**config.mk**
```make
export PLATFORM = sky130hd
export DESIGN_NAME = lvds_rx_word_align_ctrl
export DESIGN_NICKNAME = d
export VERILOG_FILES = /design/src/rtl/lvds_pkg.sv /design/src/rtl/lvds_lane_mux.sv /design/src/rtl/lvds_rx_word_align_ctrl.sv
export SDC_FILE = /design/constraint.sdc
export NUM_CORES = 1
export LEC_CHECK = 0
export BUFFER_PORTS_ARGS = -buffer_cell sky130_fd_sc_hd__clkbuf_2
export CORE_ASPECT_RATIO = 2
export CORE_UTILIZATION = 45
export DETAILED_ROUTE_END_ITERATION = 10
export PLACE_DENSITY = 0.71
export SYNTH_ARGS = -nofsm -noshare
export SYNTH_HDL_FRONTEND = slang
export SYNTH_HIERARCHICAL = 1
export SYNTH_SLANG_ARGS = --single-unit
```
**constraint.sdc**
```tcl
create_clock -name clk -period 6.95 [get_ports clk]
set_clock_uncertainty 0.05 [all_clocks]
set_input_delay 0.695 -clock clk [delete_from_list [all_inputs] [get_ports clk]]
set_output_delay 0.695 -clock clk [all_outputs]
set_load 0.02 [all_outputs]
```
**src/rtl/lvds_pkg.sv**
```systemverilog
// Shared LVDS receiver definitions: the alignment FSM state encoding and the
// default deserialisation width / training word used by the RX sequencers.
package lvds_pkg;

    typedef enum logic [2:0] {
        IDLE   = 3'd0,
        CHECK  = 3'd1,
        SLIP   = 3'd2,
        SETTLE = 3'd3,
        NEXT   = 3'd4,
        DONE   = 3'd5
    } state_t;

    localparam int                      LVDS_DATA_W        = 10;
    localparam logic [LVDS_DATA_W-1:0]  LVDS_TRAIN_PATTERN = 10'h3F0;

endpackage

```
**src/rtl/lvds_lane_mux.sv**
```systemverilog
// Combinational NUM_LANES:1 word selector. An index beyond the last lane
// reads as all-zero so it can never be mistaken for the training word.
module lvds_lane_mux
    import lvds_pkg::*;
#(
    parameter int NUM_LANES = 4,
    parameter int DATA_W    = LVDS_DATA_W,
    parameter int LANE_W    = 3
) (
    input  logic [LANE_W-1:0]           lane,
    input  logic [NUM_LANES*DATA_W-1:0] rx_data,
    output logic [DATA_W-1:0]           word
);

    // AND-OR select of the addressed lane's parallel word
    always_comb begin
        word = {DATA_W{1'b0}};
        for (int i = 0; i < NUM_LANES; i++) begin
            word = word | (rx_data[i*DATA_W +: DATA_W] & {DATA_W{lane == LANE_W'(i)}});
        end
    end

endmodule

```
**src/rtl/lvds_rx_word_align_ctrl.sv**
```systemverilog
// Multi-lane word-alignment sequencer. Walks the lanes in order, pulsing each
// lane's bitslip until its parallel word shows the training pattern for
// MATCH_COUNT consecutive cycles or the slip budget is spent, then reports
// sticky per-lane aligned/fail flags and a one-cycle done pulse.
// Note: rst_n is an asynchronous ACTIVE-HIGH reset despite its name.
module lvds_rx_word_align_ctrl
    import lvds_pkg::*;
#(
    parameter int                NUM_LANES     = 4,
    parameter int                DATA_W        = LVDS_DATA_W,
    parameter logic [DATA_W-1:0] TRAIN_PATTERN = LVDS_TRAIN_PATTERN,
    parameter int                SETTLE_CYCLES = 4,
    parameter int                MATCH_COUNT   = 8,
    parameter int                MAX_SLIPS     = DATA_W
) (
    input  logic                        clk,
    input  logic                        rst_n,
    input  logic                        start,
    input  logic [NUM_LANES*DATA_W-1:0] rx_data,
    output logic [NUM_LANES-1:0]        bitslip,
    output logic [NUM_LANES-1:0]        aligned,
    output logic [NUM_LANES-1:0]        fail,
    output logic                        busy,
    output logic                        done
);

    localparam int LANE_W = $clog2(NUM_LANES + 1);
    localparam int MC_W   = $clog2(MATCH_COUNT + 1);
    localparam int SL_W   = $clog2(MAX_SLIPS + 1);
    localparam int ST_W   = $clog2(SETTLE_CYCLES + 1);

    localparam logic [LANE_W-1:0] LANE_LAST   = LANE_W'(NUM_LANES - 1);
    localparam logic [MC_W-1:0]   MATCH_LAST  = MC_W'(MATCH_COUNT - 1);
    localparam logic [SL_W-1:0]   SLIP_BUDGET = SL_W'(MAX_SLIPS);
    localparam logic [ST_W-1:0]   SETTLE_LAST = ST_W'(SETTLE_CYCLES - 1);

    state_t                state_r,      state_nxt_s;
    logic [LANE_W-1:0]     lane_r,       lane_nxt_s;
    logic [SL_W-1:0]       slip_cnt_r,   slip_cnt_nxt_s;
    logic [MC_W-1:0]       match_cnt_r,  match_cnt_nxt_s;
    logic [ST_W-1:0]       settle_cnt_r, settle_cnt_nxt_s;
    logic [NUM_LANES-1:0]  aligned_r,    aligned_nxt_s;
    logic [NUM_LANES-1:0]  fail_r,       fail_nxt_s;
    logic [NUM_LANES-1:0]  bitslip_r,    bitslip_nxt_s;
    logic                  busy_r,       busy_nxt_s;
    logic                  done_r,       done_nxt_s;

    logic [DATA_W-1:0]     word_s;
    logic                  word_match_s;
    logic [NUM_LANES-1:0]  lane_onehot_s;

    lvds_lane_mux #(
        .NUM_LANES (NUM_LANES),
        .DATA_W    (DATA_W),
        .LANE_W    (LANE_W)
    ) u_lane_mux (
        .lane    (lane_r),
        .rx_data (rx_data),
        .word    (word_s)
    );

    assign word_match_s  = (word_s == TRAIN_PATTERN);
    assign lane_onehot_s = NUM_LANES'(1) << lane_r;

    // Next-state, counter and registered-output logic for the alignment walk
    always_comb begin
        state_nxt_s      = state_r;
        lane_nxt_s       = lane_r;
        slip_cnt_nxt_s   = slip_cnt_r;
        match_cnt_nxt_s  = match_cnt_r;
        settle_cnt_nxt_s = settle_cnt_r;
        aligned_nxt_s    = aligned_r;
        fail_nxt_s       = fail_r;
        bitslip_nxt_s    = {NUM_LANES{1'b0}};
        done_nxt_s       = 1'b0;

        case (state_r)
            IDLE: begin
                if (start) begin
                    aligned_nxt_s    = {NUM_LANES{1'b0}};
                    fail_nxt_s       = {NUM_LANES{1'b0}};
                    lane_nxt_s       = {LANE_W{1'b0}};
                    slip_cnt_nxt_s   = {SL_W{1'b0}};
                    match_cnt_nxt_s  = {MC_W{1'b0}};
                    settle_cnt_nxt_s = {ST_W{1'b0}};
                    state_nxt_s      = CHECK;
                end else begin
                    state_nxt_s      = IDLE;
                end
            end
            CHECK: begin
                if (word_match_s) begin
                    if (match_cnt_r == MATCH_LAST) begin
                        aligned_nxt_s   = aligned_r | lane_onehot_s;
                        state_nxt_s     = NEXT;
                    end else begin
                        match_cnt_nxt_s = match_cnt_r + MC_W'(1);
                    end
                end else begin
                    if (slip_cnt_r == SLIP_BUDGET) begin
                        fail_nxt_s      = fail_r | lane_onehot_s;
                        state_nxt_s     = NEXT;
                    end else begin
                        // A broken run is abandoned, not resumed after the slip
                        match_cnt_nxt_s = {MC_W{1'b0}};
                        bitslip_nxt_s   = lane_onehot_s;
                        state_nxt_s     = SLIP;
                    end
                end
            end
            SLIP: begin
                slip_cnt_nxt_s   = slip_cnt_r + SL_W'(1);
                settle_cnt_nxt_s = {ST_W{1'b0}};
                state_nxt_s      = SETTLE;
            end
            SETTLE: begin
                if (settle_cnt_r == SETTLE_LAST) begin
                    match_cnt_nxt_s  = {MC_W{1'b0}};
                    state_nxt_s      = CHECK;
                end else begin
                    settle_cnt_nxt_s = settle_cnt_r + ST_W'(1);
                end
            end
            NEXT: begin
                if (lane_r == LANE_LAST) begin
                    done_nxt_s      = 1'b1;
                    state_nxt_s     = DONE;
                end else begin
                    lane_nxt_s      = lane_r + LANE_W'(1);
                    slip_cnt_nxt_s  = {SL_W{1'b0}};
                    match_cnt_nxt_s = {MC_W{1'b0}};
                    state_nxt_s     = CHECK;
                end
            end
            DONE: begin
                state_nxt_s = IDLE;
            end
            default: begin
                state_nxt_s = IDLE;
            end
        endcase

        busy_nxt_s = (state_nxt_s != IDLE);
    end

    // State, counter and output registers; reset abandons any pass in flight
    always_ff @(posedge clk or posedge rst_n) begin
        if (rst_n) begin
            state_r      <= IDLE;
            lane_r       <= {LANE_W{1'b0}};
            slip_cnt_r   <= {SL_W{1'b0}};
            match_cnt_r  <= {MC_W{1'b0}};
            settle_cnt_r <= {ST_W{1'b0}};
            aligned_r    <= {NUM_LANES{1'b0}};
            fail_r       <= {NUM_LANES{1'b0}};
            bitslip_r    <= {NUM_LANES{1'b0}};
            busy_r       <= 1'b0;
            done_r       <= 1'b0;
        end else begin
            state_r      <= state_nxt_s;
            lane_r       <= lane_nxt_s;
            slip_cnt_r   <= slip_cnt_nxt_s;
            match_cnt_r  <= match_cnt_nxt_s;
            settle_cnt_r <= settle_cnt_nxt_s;
            aligned_r    <= aligned_nxt_s;
            fail_r       <= fail_nxt_s;
            bitslip_r    <= bitslip_nxt_s;
            busy_r       <= busy_nxt_s;
            done_r       <= done_nxt_s;
        end
    end

    assign bitslip = bitslip_r;
    assign aligned = aligned_r;
    assign fail    = fail_r;
    assign busy    = busy_r;
    assign done    = done_r;

endmodule

```
==> flow_metrics.tcl, run 1 <==
set metrics [dict create \
    core_area_um2 4090 \
    rr_worst_depth 7 \
    gr-usage-all-layers 0.209 \
    drtIter0Drc 11 \
    n_fill_cell 379 \
    timing.rr.start "lane_r[0]" \
    ioPinCount 57 \
    async_reset_ff_frac 1.00 \
    grt_util_met3 0.0385 \
    io_buffers 56 \
    synthesis.area_um2 1910 \
    dp_hpwl_um 3410 \
    dieArea_um2 4520 \
    synthFlopType "dfrtp_1" \
    avgSynthCellArea_um2 9.88 \
    gr-usage-met1 0.175 \
    worst_pin_slew_ns 1.17 \
    finalCriticalPeriod_ns 3.30 \
    dieHeight_um 94.1 \
    setup_viol 0 \
    multiInputGateArea_um2 1030 \
    ys_seq_area_frac 0.407 \
    critPathMaxStageDelay_ns 1.12 \
    path_cells "mux2i_1 -> o22ai_1 -> or4_4 -> nor3_4 -> mux2i_1 -> nand2_1 -> or3b_1" \
    synthToLayoutAreaGrowth_pct 19.9 \
    r2r-end "busy" \
    slew_headroom 0.222 \
    vias 1674 \
    tns_ns 0 \
    ir_worst_vdd_mv 0.191 \
    crit_family "simple AND/OR/NAND/NOR gates" \
    floorplan.initialDensity 0.466 \
    drt-total-wl_um 4370 \
    seqCellArea_um2 776 \
    synthCells 193 \
    fin_nets 302 \
    grt_overflow_total 0 \
    wire_per_inst_um 14.5 \
    critical-path-slowest-cell "dfrtp_1" \
    dieWidth_um 48.0 \
    cp.depth 7 \
    rsz0062_at_grt "false" \
    required_ns 7.06 \
    fin_hold_ws_ns 0.413 \
    crit_start "lane_r[0]" \
    regToRegSetupSlack_ns 3.65 \
    grt_pass1_wl_um 6540 \
    yosysMostFrequentCell "dfrtp_1" \
    cts.clk_slew.worst_paths_ns 0.07 \
    ys_top_cells_by_count "dfrtp_1 (31), mux2i_1 (22), nor2_1 (16)" \
    top_usage_layer "met2" \
    synth_top_area_frac 0.407 \
    ctsResizeCount 0 \
    grt_max_degree 32 \
    path_max_fanout 26 \
    cap_violations 0 \
    clock-sinks 31 \
    cts_hold_buf 0 \
    start_kind "flip-flop" \
    utilization 0.559 \
    diodes 0 \
    cpMostUsedCell "mux2i_1" \
    h-tree-depth 2 \
    synthTopCellsByArea "dfrtp_1 (41%), mux2i_1 (12%), ha_1 (6.6%)" \
    use_met2 0.408 \
    grt_pass1_vias 1577 \
    layout-drive-gt1-share 0.300 \
    rows 33 \
    cts_tree "yes" \
    worstSetupPathType "reg2reg" \
    synthDistinctLibCells 41 \
    end_kind "flip-flop" \
    status "completed" \
    total_power_mw 0.570 \
    grt_antenna_before_repair 0 \
    insertion_delay_ns 0.28 \
    max_freq_mhz 303 \
    arrival_ns 3.41 \
    postCtsSetupBuffers 0 \
    viasPerCell 5.54 \
    drv_slew 0 \
    cts_buffers 5 \
    clockRootBuffer "clkbuf_8" \
    ant_nets 0 \
    route.detailed.drc 0 \
    synth.largest_area_cell "dfrtp_1" \
    ys_ff_latch 31 \
    critPathCapture "busy" \
    ys_warn_count 6 \
    hp-class "in2async" \
    syn_nets 246 \
    firstDrtPassIters 4 \
    p_per_area_nw_per_um2 249 \
    gp_congestion 0.777 \
    synth_edf_count 0 \
    finalHoldViolations 0 \
    p_leak_nw 1.11 \
    final_area_um2 2290 \
    clock_path_buffers 2 \
    fin_crit_sh 0.475 \
    cp_num_buf_inv 0 \
    placed_area_um2 2200 \
]
[state kept, by name, summed over array words and instances (netlist names)]
register / count
fail: 4
bitslip: 4
match_cnt_r: 4
settle_cnt_r: 3
busy: 1
aligned: 4
slip_cnt_r: 4
done: 1
state_r: 3
lane_r: 3
[layer usage]
metal / vias up / wire length (um) / share of wire
li1: 811 / - / -
met1: 789 / 1540 / 0.35
met2: 62 / 2470 / 0.57
met3: 12 / 222 / 0.051
met4: 0 / 137 / 0.031
met5: - / 0 / 0
[cell type report]
| cell class | instances | share of cell area |
|---|---|---|
| clock inverter | 1 | 0.00219 |
| inverter | 12 | 0.0197 |
| tap | 52 | 0.0285 |
| sequential | 31 | 0.339 |
| clock buffer | 7 | 0.0334 |
| multi-input combinational | 142 | 0.451 |
| timing repair buffer | 57 | 0.126 |
[placed cells by master (no fill, tap or decap), types with 6 or more instances in the layout]
cell,count
mux2i_1,22
nor2_1,16
a21oi_1,7
o21ai_0,6
nand2_1,12
dfrtp_1,31
ha_1,10
inv_1,12
o22ai_1,12
a22o_1,8
clkbuf_2,56
[worst register-to-register path: stages, from the launching register on]
cell     delay (ns)
dfrtp_1        1.12
mux2i_1        0.29
o22ai_1        0.13
or4_4          0.57
nor3_4         0.29
mux2i_1        0.29
nand2_1        0.09
or3b_1         0.35
[per-stage QoR]
| step | worst slack (ns) | std cells |
|---|---|---|
| after floorplan | 4.42 | 193 |
| after global placement | 3.74 | 294 |
| after detailed placement | 3.64 | 294 |
| after CTS | 3.63 | 302 |
| after global routing | 3.34 | 302 |
| final | 3.65 | 302 |
[power breakdown]
group          internal (mW)  switching [mW]  total (mW)  leakage [nW]
Combinational         0.0820          0.0973       0.179         0.655
Sequential             0.213          0.0387       0.252         0.411
Clock                 0.0702          0.0679       0.138        0.0422
Total                  0.366           0.204       0.570          1.11
[kinds of logic after synthesis]
| kind of cell | Yosys count | synth area share |
|---|---|---|
| flip-flops | 31 | 0.407 |
| XOR/XNOR | 2 | 0.00919 |
| adder cells (fa/ha/maj) | 10 | 0.0656 |
| AND/OR/NAND/NOR | 65 | 0.192 |
| multiplexers | 25 | 0.133 |
| buffers and inverters | 20 | 0.0525 |
| AO/OA/AOI/OAI | 40 | 0.141 |
[worst min-delay path by stage]
stage / from / end / depth (start not counted)
4_1_cts: rst_n / done / 3
2_1_floorplan: settle_cnt_r[2] / settle_cnt_r[2] / 1
6_report: rst_n / bitslip[3] / 3
3_5_place_dp: aligned[1] / aligned[1] / 2
5_1_grt: rst_n / done / 3
3_3_place_gp: aligned[1] / aligned[1] / 2
(Power assumes the default switching activity.)
==> run 2: changes to the inputs <==
ABC_AREA = 1   (was unset)
PLACE_DENSITY = 0.73   (was 0.71)
clock period = 2.77 ns   (was 6.95 ns; I/O delays follow)
==> run 2 against run 1 <==
Effect of this change:
- the run now ends with hold timing left
- synthesized area is 14% higher
- utilization is 0.52 points lower
- via count up 26%
- first-iteration DRC count grew to 3.3 times the previous value
- synthesized cell count grew 61%
- non-clock buffer count grew 2
- final cell count grew 41%
- worst setup slack lost 3.2 ns
- power grew to 3.4 times the previous value
- wire length rose by 15%
- global-route usage decreased by 0.050 points
- combinational power grew to 5.3 times the previous value
- critical path type unchanged
- critical endpoint unchanged
==> flow_metrics.tcl, run 2 <==
set metrics [dict create \
    grt_antenna_before_repair 0 \
    use_met2 0.410 \
    rsz0062_at_grt "false" \
    cap_violations 0 \
    layout_commonest_cell "nand2_1" \
    start_kind "flip-flop" \
    synthCells 311 \
    synth.largest_area_cell "dfrtp_1" \
    firstDrtPassIters 4 \
    mostFrequentLayoutCells "nand2_1 (65), inv_1 (61), clkbuf_2 (56), nor2_1 (54)" \
    ant_nets 0 \
    ys_ff_latch 31 \
    end_kind "flip-flop" \
    h-tree-depth 2 \
    dp_slack_ns 0.405 \
    insertion_delay_ns 0.28 \
    diodes 0 \
    p_per_area_nw_per_um2 771 \
    synth_top_area_frac 0.358 \
    synth_edf_count 0 \
    required_ns 2.88 \
    dieHeight_um 100 \
    layout_setup_ws_ns 0.399 \
    dieArea_um2 5110 \
    n_fill_cell 464 \
    grt_max_degree 32 \
    synthDistinctLibCells 27 \
    grt_overflow_total 0 \
    ioPinCount 57 \
    crit_family "simple AND/OR/NAND/NOR gates" \
    floorplan.initialDensity 0.471 \
    final_area_um2 2550 \
    rows 35 \
    top_usage_layer "met2" \
    arrival_ns 2.48 \
    fin_cells 425 \
    layout-drive-gt1-share 0.232 \
    max_freq_mhz 422 \
    ir_worst_vdd_mv 0.407 \
    wire_per_inst_um 11.8 \
    yosysMostFrequentCell "nand2_1" \
    tns_ns 0 \
    finalCriticalPeriod_ns 2.37 \
    ys_top_cells_by_count "nand2_1 (65), inv_1 (61), nor2_1 (54), dfrtp_1 (31), nand3_1 (31)" \
    cp_num_buf_inv 2 \
    clockRootBuffer "clkbuf_8" \
    grt_util_met3 0.0288 \
    synthFlopType "dfrtp_1" \
    slew_headroom 0.665 \
    setup_viol 0 \
    drv_slew 0 \
    synthesis.area_um2 2160 \
    core_area_um2 4600 \
    async_reset_ff_frac 1.00 \
    critPathMaxStageDelay_ns 0.46 \
    ys_seq_area_frac 0.358 \
    grt_pass1_vias 2026 \
    cts_tree "yes" \
    synthToLayoutAreaGrowth_pct 17.7 \
    worst_pin_slew_ns 0.503 \
    viasPerCell 4.94 \
    clock_path_buffers 2 \
    ys_warn_count 6 \
    cts_hold_buf 0 \
    io_buffers 56 \
    grt_pass1_wl_um 7970 \
    path_max_fanout 12 \
    postCtsSetupBuffers 0 \
    gr-usage-all-layers 0.208 \
    critical-path-slowest-cell "dfrtp_1" \
    dp_cells 419 \
    dp_hpwl_um 4070 \
    status "finished with violations" \
    p_leak_nw 1.50 \
    avgSynthCellArea_um2 6.96 \
    fin_nets 424 \
    synthTopCellsByArea "dfrtp_1 (36%), nand2_1 (11%), inv_1 (11%)" \
    finalHoldViolations 7 \
    gp_congestion 0.856 \
    fin_hold_ws_ns -0.0124 \
    hp-class "in2async" \
    syn_nets 364 \
    vias 2101 \
    worstSetupPathType "reg2reg" \
    dieWidth_um 51.0 \
    cts.clk_slew.worst_paths_ns 0.06 \
    total_power_mw 1.96 \
    ctsResizeCount 0 \
    placed_area_um2 2470 \
    cpMostUsedCell "nand2_1" \
    drt-total-wl_um 5010 \
    route.detailed.drc 0 \
    fin_crit_sh 0.856 \
    path_cells "nor2_2 -> buf_4 -> nand3_1 -> nand2_1 -> inv_1 -> nand2_1 -> nand2_1 -> nor2_1 -> nand3_2 -> nand3_1 -> nand2_1 -> nor2_1 -> nand2_1" \
    clock-sinks 31 \
    drtIter0Drc 36 \
    cts_buffers 5 \
    gr-usage-met1 0.175 \
    violations "hold timing" \
]
## run 2: changes by cell type in the layout (fill, tap and decap cells not counted), sizes merged, moves of 3 or more
cell | previous run | this run
a22o | 8 | 0
nor3b | 3 | 0
o21ai | 6 | 17
nand3 | 3 | 38
and3 | 4 | 0
nand2 | 13 | 69
nand2b | 3 | 0
inv | 12 | 64
nor2b | 4 | 0
o22ai | 12 | 1
nor2 | 17 | 58
mux2i | 22 | 0
a21oi | 7 | 3
mux2 | 3 | 0
## run 2: worst paths after layout
kind	startpoint	to	slack [ns]	depth (start not counted)
worst max register to register	lane_r[1]	busy	0.40	13
worst min register to register	settle_cnt_r[2]	settle_cnt_r[2]	0.43	2
worst min-delay path	rst_n	match_cnt_r[2]	-0.01	3
min in group clk	settle_cnt_r[2]	settle_cnt_r[2]	0.43	2
worst max-delay path	lane_r[1]	busy	0.40	13
max in group asynchronous	rst_n	aligned[2]	2.38	3
## run 2: tightest hold or removal path, cell delays in order
cell and delay [ns]:
clkbuf_2 0.08, inv_1 0.04, buf_4 0.34
## run 2: cells by family after synthesis
| kind of cell | synth area share |
|---|---|
| AO/OA/AOI/OAI | 0.0543 |
| XOR/XNOR | 0.0121 |
| adder cells (fa/ha/maj) | 0.0578 |
| buffers and inverters | 0.141 |
| flip-flops | 0.358 |
| AND/OR/NAND/NOR | 0.376 |
## run 2: where the power goes
part           switching, mW  leakage [nW]  total (mW)  internal, mW
combinational          0.619          1.06       0.955         0.336
sequential             0.117         0.407       0.688         0.571
clock                  0.154        0.0371       0.321         0.167
total                  0.890          1.50        1.96          1.07
## run 2: routing by layer
| metal | share of wire | vias to the layer above |
|---|---|---|
| li1 | - | 1062 |
| met1 | 0.35 | 959 |
| met2 | 0.57 | 67 |
| met3 | 0.042 | 13 |
| met4 | 0.035 | 0 |
| met5 | 0 | - |
## run 2: per-stage QoR
stage,hold WS [ns],utilization
2_1_floorplan,0.331,-
3_5_place_dp,0.308,0.538
3_3_place_gp,0.306,0.538
4_1_cts,0.00823,0.554
5_1_grt,0.0331,0.554
6_report,-0.0124,0.554
## run 2: layout make-up
class / instances / area [um2] / share of cell area
multi-input cells: 209 / 1080 / 0.425
flip-flops and latches: 31 / 776 / 0.305
repair buffers: 59 / 303 / 0.119
clock buffers: 6 / 72.6 / 0.0285
inverters: 65 / 244 / 0.0958
well taps: 55 / 68.8 / 0.0270
==> run 3: changes to the inputs <==
SYNTH_HIERARCHICAL = unset   (was 1)
==> run 3 against run 2 <==
Effect of this change:
- sequential power fell by 7.7%
- cell area shrank 2.4%
- non-clock buffer count up 2
- the run now ends clean
- synthesized area shrank 5.5%
==> flow_metrics.tcl, run 3 <==
set metrics [dict create \
    avgSynthCellArea_um2 7.39 \
    finalHoldViolations 0 \
    layout_commonest_cell "nand2_1" \
    synthToLayoutAreaGrowth_pct 21.5 \
    synthFlopType "dfrtp_1" \
    ir_worst_vdd_mv 0.452 \
    end_kind "flip-flop" \
    synth_top_family_by_area "simple AND/OR/NAND/NOR gates" \
    viasPerCell 4.88 \
    start_kind "flip-flop" \
    floorplan.initialDensity 0.471 \
    crit_start "lane_r[2]" \
    ys_seq_area_frac 0.379 \
    clock_path_buffers 2 \
    io_buffers 56 \
    p_per_area_nw_per_um2 707 \
    synthMuxAreaShare 0 \
    synthAdderAreaFrac 0.0612 \
    vias 1937 \
    p_clk_frac 0.194 \
    multiInputGateArea_um2 1040 \
    synthTopCellsByArea "dfrtp_1 (38%), nand2_1 (14%), inv_1 (7.5%)" \
    drt-total-wl_um 4610 \
    ioPinCount 57 \
    wire_per_inst_um 11.6 \
    async_reset_ff_frac 1.00 \
    gr-usage-all-layers 0.210 \
    min_from "start" \
    clockRootBuffer "clkbuf_8" \
    cts_buffers 5 \
    timing.rr.start "lane_r[2]" \
    p_leak_nw 1.41 \
    finalCriticalPeriod_ns 2.22 \
    route.detailed.drc 0 \
    grt_overflow_total 0 \
    status "completed" \
    dieHeight_um 97.4 \
    dieWidth_um 49.7 \
    combPwrFrac 0.445 \
    cts.clk_slew.worst_paths_ns 0.06 \
    synth.largest_area_cell "dfrtp_1" \
    core_area_um2 4340 \
    firstDrtPassIters 4 \
    syn_nets 330 \
    arrival_ns 2.34 \
    rows 34 \
    drv_slew 0 \
    fin_cells 397 \
    synth_top_area_frac 0.379 \
    ant_nets 0 \
    synth-xor-area-share 0.00856 \
    max_freq_mhz 451 \
    ys_warn_count 0 \
    yosys.area_share.simple 0.353 \
    p_int_mw 1.00 \
    cts_tree "yes" \
    grt_pass1_vias 1897 \
    swShare 0.431 \
    diodes 0 \
    synthesis.area_um2 2050 \
    synthCells 277 \
    dp_cells 388 \
    fin_crit_sh 0.800 \
    seqCellArea_um2 776 \
    grt_pass1_wl_um 7650 \
    hp-class "in2reg" \
    required_ns 2.89 \
    seq_power_share 0.361 \
    drtIter0Drc 29 \
    slew_headroom 0.612 \
    n_fill_cell 427 \
    ys_top_cells_by_count "nand2_1 (74), inv_1 (41), dfrtp_1 (31), nand3_1 (28), nor2_1 (26)" \
    worstSetupPathType "reg2reg" \
    grt_max_degree 20 \
    tns_ns 0 \
    dp_hpwl_um 3790 \
    fin_nets 395 \
    path_max_fanout 19 \
    cap_violations 0 \
    ys_ff_latch 31 \
    synthDistinctLibCells 31 \
    layout-drive-gt1-share 0.292 \
    setup_viol 0 \
    dieArea_um2 4840 \
    gp_congestion 0.870 \
    grt_antenna_before_repair 0 \
    yosysMostFrequentCell "nand2_1" \
    h-tree-depth 2 \
    insertion_delay_ns 0.29 \
    rsz0062_at_grt "false" \
    switchingPower_mw 0.759 \
    clock-sinks 31 \
    synth_compound_area_frac 0.0875 \
    synth_edf_count 0 \
    worst_pin_slew_ns 0.581 \
    mostFrequentLayoutCells "nand2_1 (74), clkbuf_2 (56), inv_1 (41), dfrtp_1 (31), nand3_1 (28)" \
]
==> run 3: logic make-up after synthesis <==
family          after synthesis
fa+ha+maj                    10
flops                        31
simple gates                154
buf+inv                      53
xor+xnor                      2
compound gates               27
==> run 3: power groups by stage <==
stage | Clock [mW] | Sequential [mW] | Combinational [mW]
2_1_floorplan | 0 | 0.656 | 0.582
3_3_place_gp | 0 | 0.639 | 0.774
3_5_place_dp | 0 | 0.642 | 0.787
4_1_cts | 0.352 | 0.634 | 0.793
5_1_grt | 0.373 | 0.649 | 0.890
6_report | 0.341 | 0.635 | 0.782
==> run 3: through the flow <==
stage	worst slack, ns	hold WS (ns)	utilization	total power [mW]	instance area [um2]
after detailed placement	0.555	0.303	0.551	1.43	2390
after global routing	0.296	0.394	0.573	1.91	2490
after global placement	0.629	0.299	0.551	1.41	2390
after floorplan	0.813	0.331	-	1.24	2050
after CTS	0.519	0.377	0.573	1.78	2490
final	0.554	0.375	0.573	1.76	2490
==> run 3: final timing paths <==
check	slack (ns)	cells after the start	endpoint
worst max-delay path	0.55	13	busy
worst min register to register	0.42	2	match_cnt_r[3]
worst max register to register	0.55	13	busy
max in group asynchronous	1.51	4	lane_r[2]
min in group asynchronous	0.52	3	slip_cnt_r[3]
worst min-delay path	0.37	4	slip_cnt_r[3]
==> run 3: critical path, cell delays in order (launching register included) <==
cell and delay (ns):
dfrtp_1 0.50, inv_8 0.16, ha_1 0.40, nand2_1 0.09, nand2_1 0.08, inv_1 0.03
nand2_1 0.06, nand2_1 0.09, nor2_4 0.17, nand2_2 0.11, nand3_2 0.11, nand2_2 0.06
nor2_2 0.12, nand2_1 0.07
==> run 3: cell type report <==
class / count / area share
Clock inverter: 3 / 0.00604
Timing Repair Buffer: 61 / 0.129
Clock buffer: 5 / 0.0277
Inverter: 50 / 0.0785
Sequential cell: 31 / 0.312
Multi-Input combinational cell: 193 / 0.420
Tap cell: 54 / 0.0272
==> run 3: repair_timing <==
action	CTS	global route
buffers inserted	0	0
hold buffers	1	0
hold endpoints to repair	15	0
gates resized for setup	0	0
==> run 3: routing by layer <==
metal  share of wire  vias to the layer above  global-route usage
li1                -                      998                   -
met1            0.35                      864               0.197
met2            0.57                       60               0.381
met3           0.041                       15              0.0376
met4           0.038                        0               0.156
met5               0                        -                   0
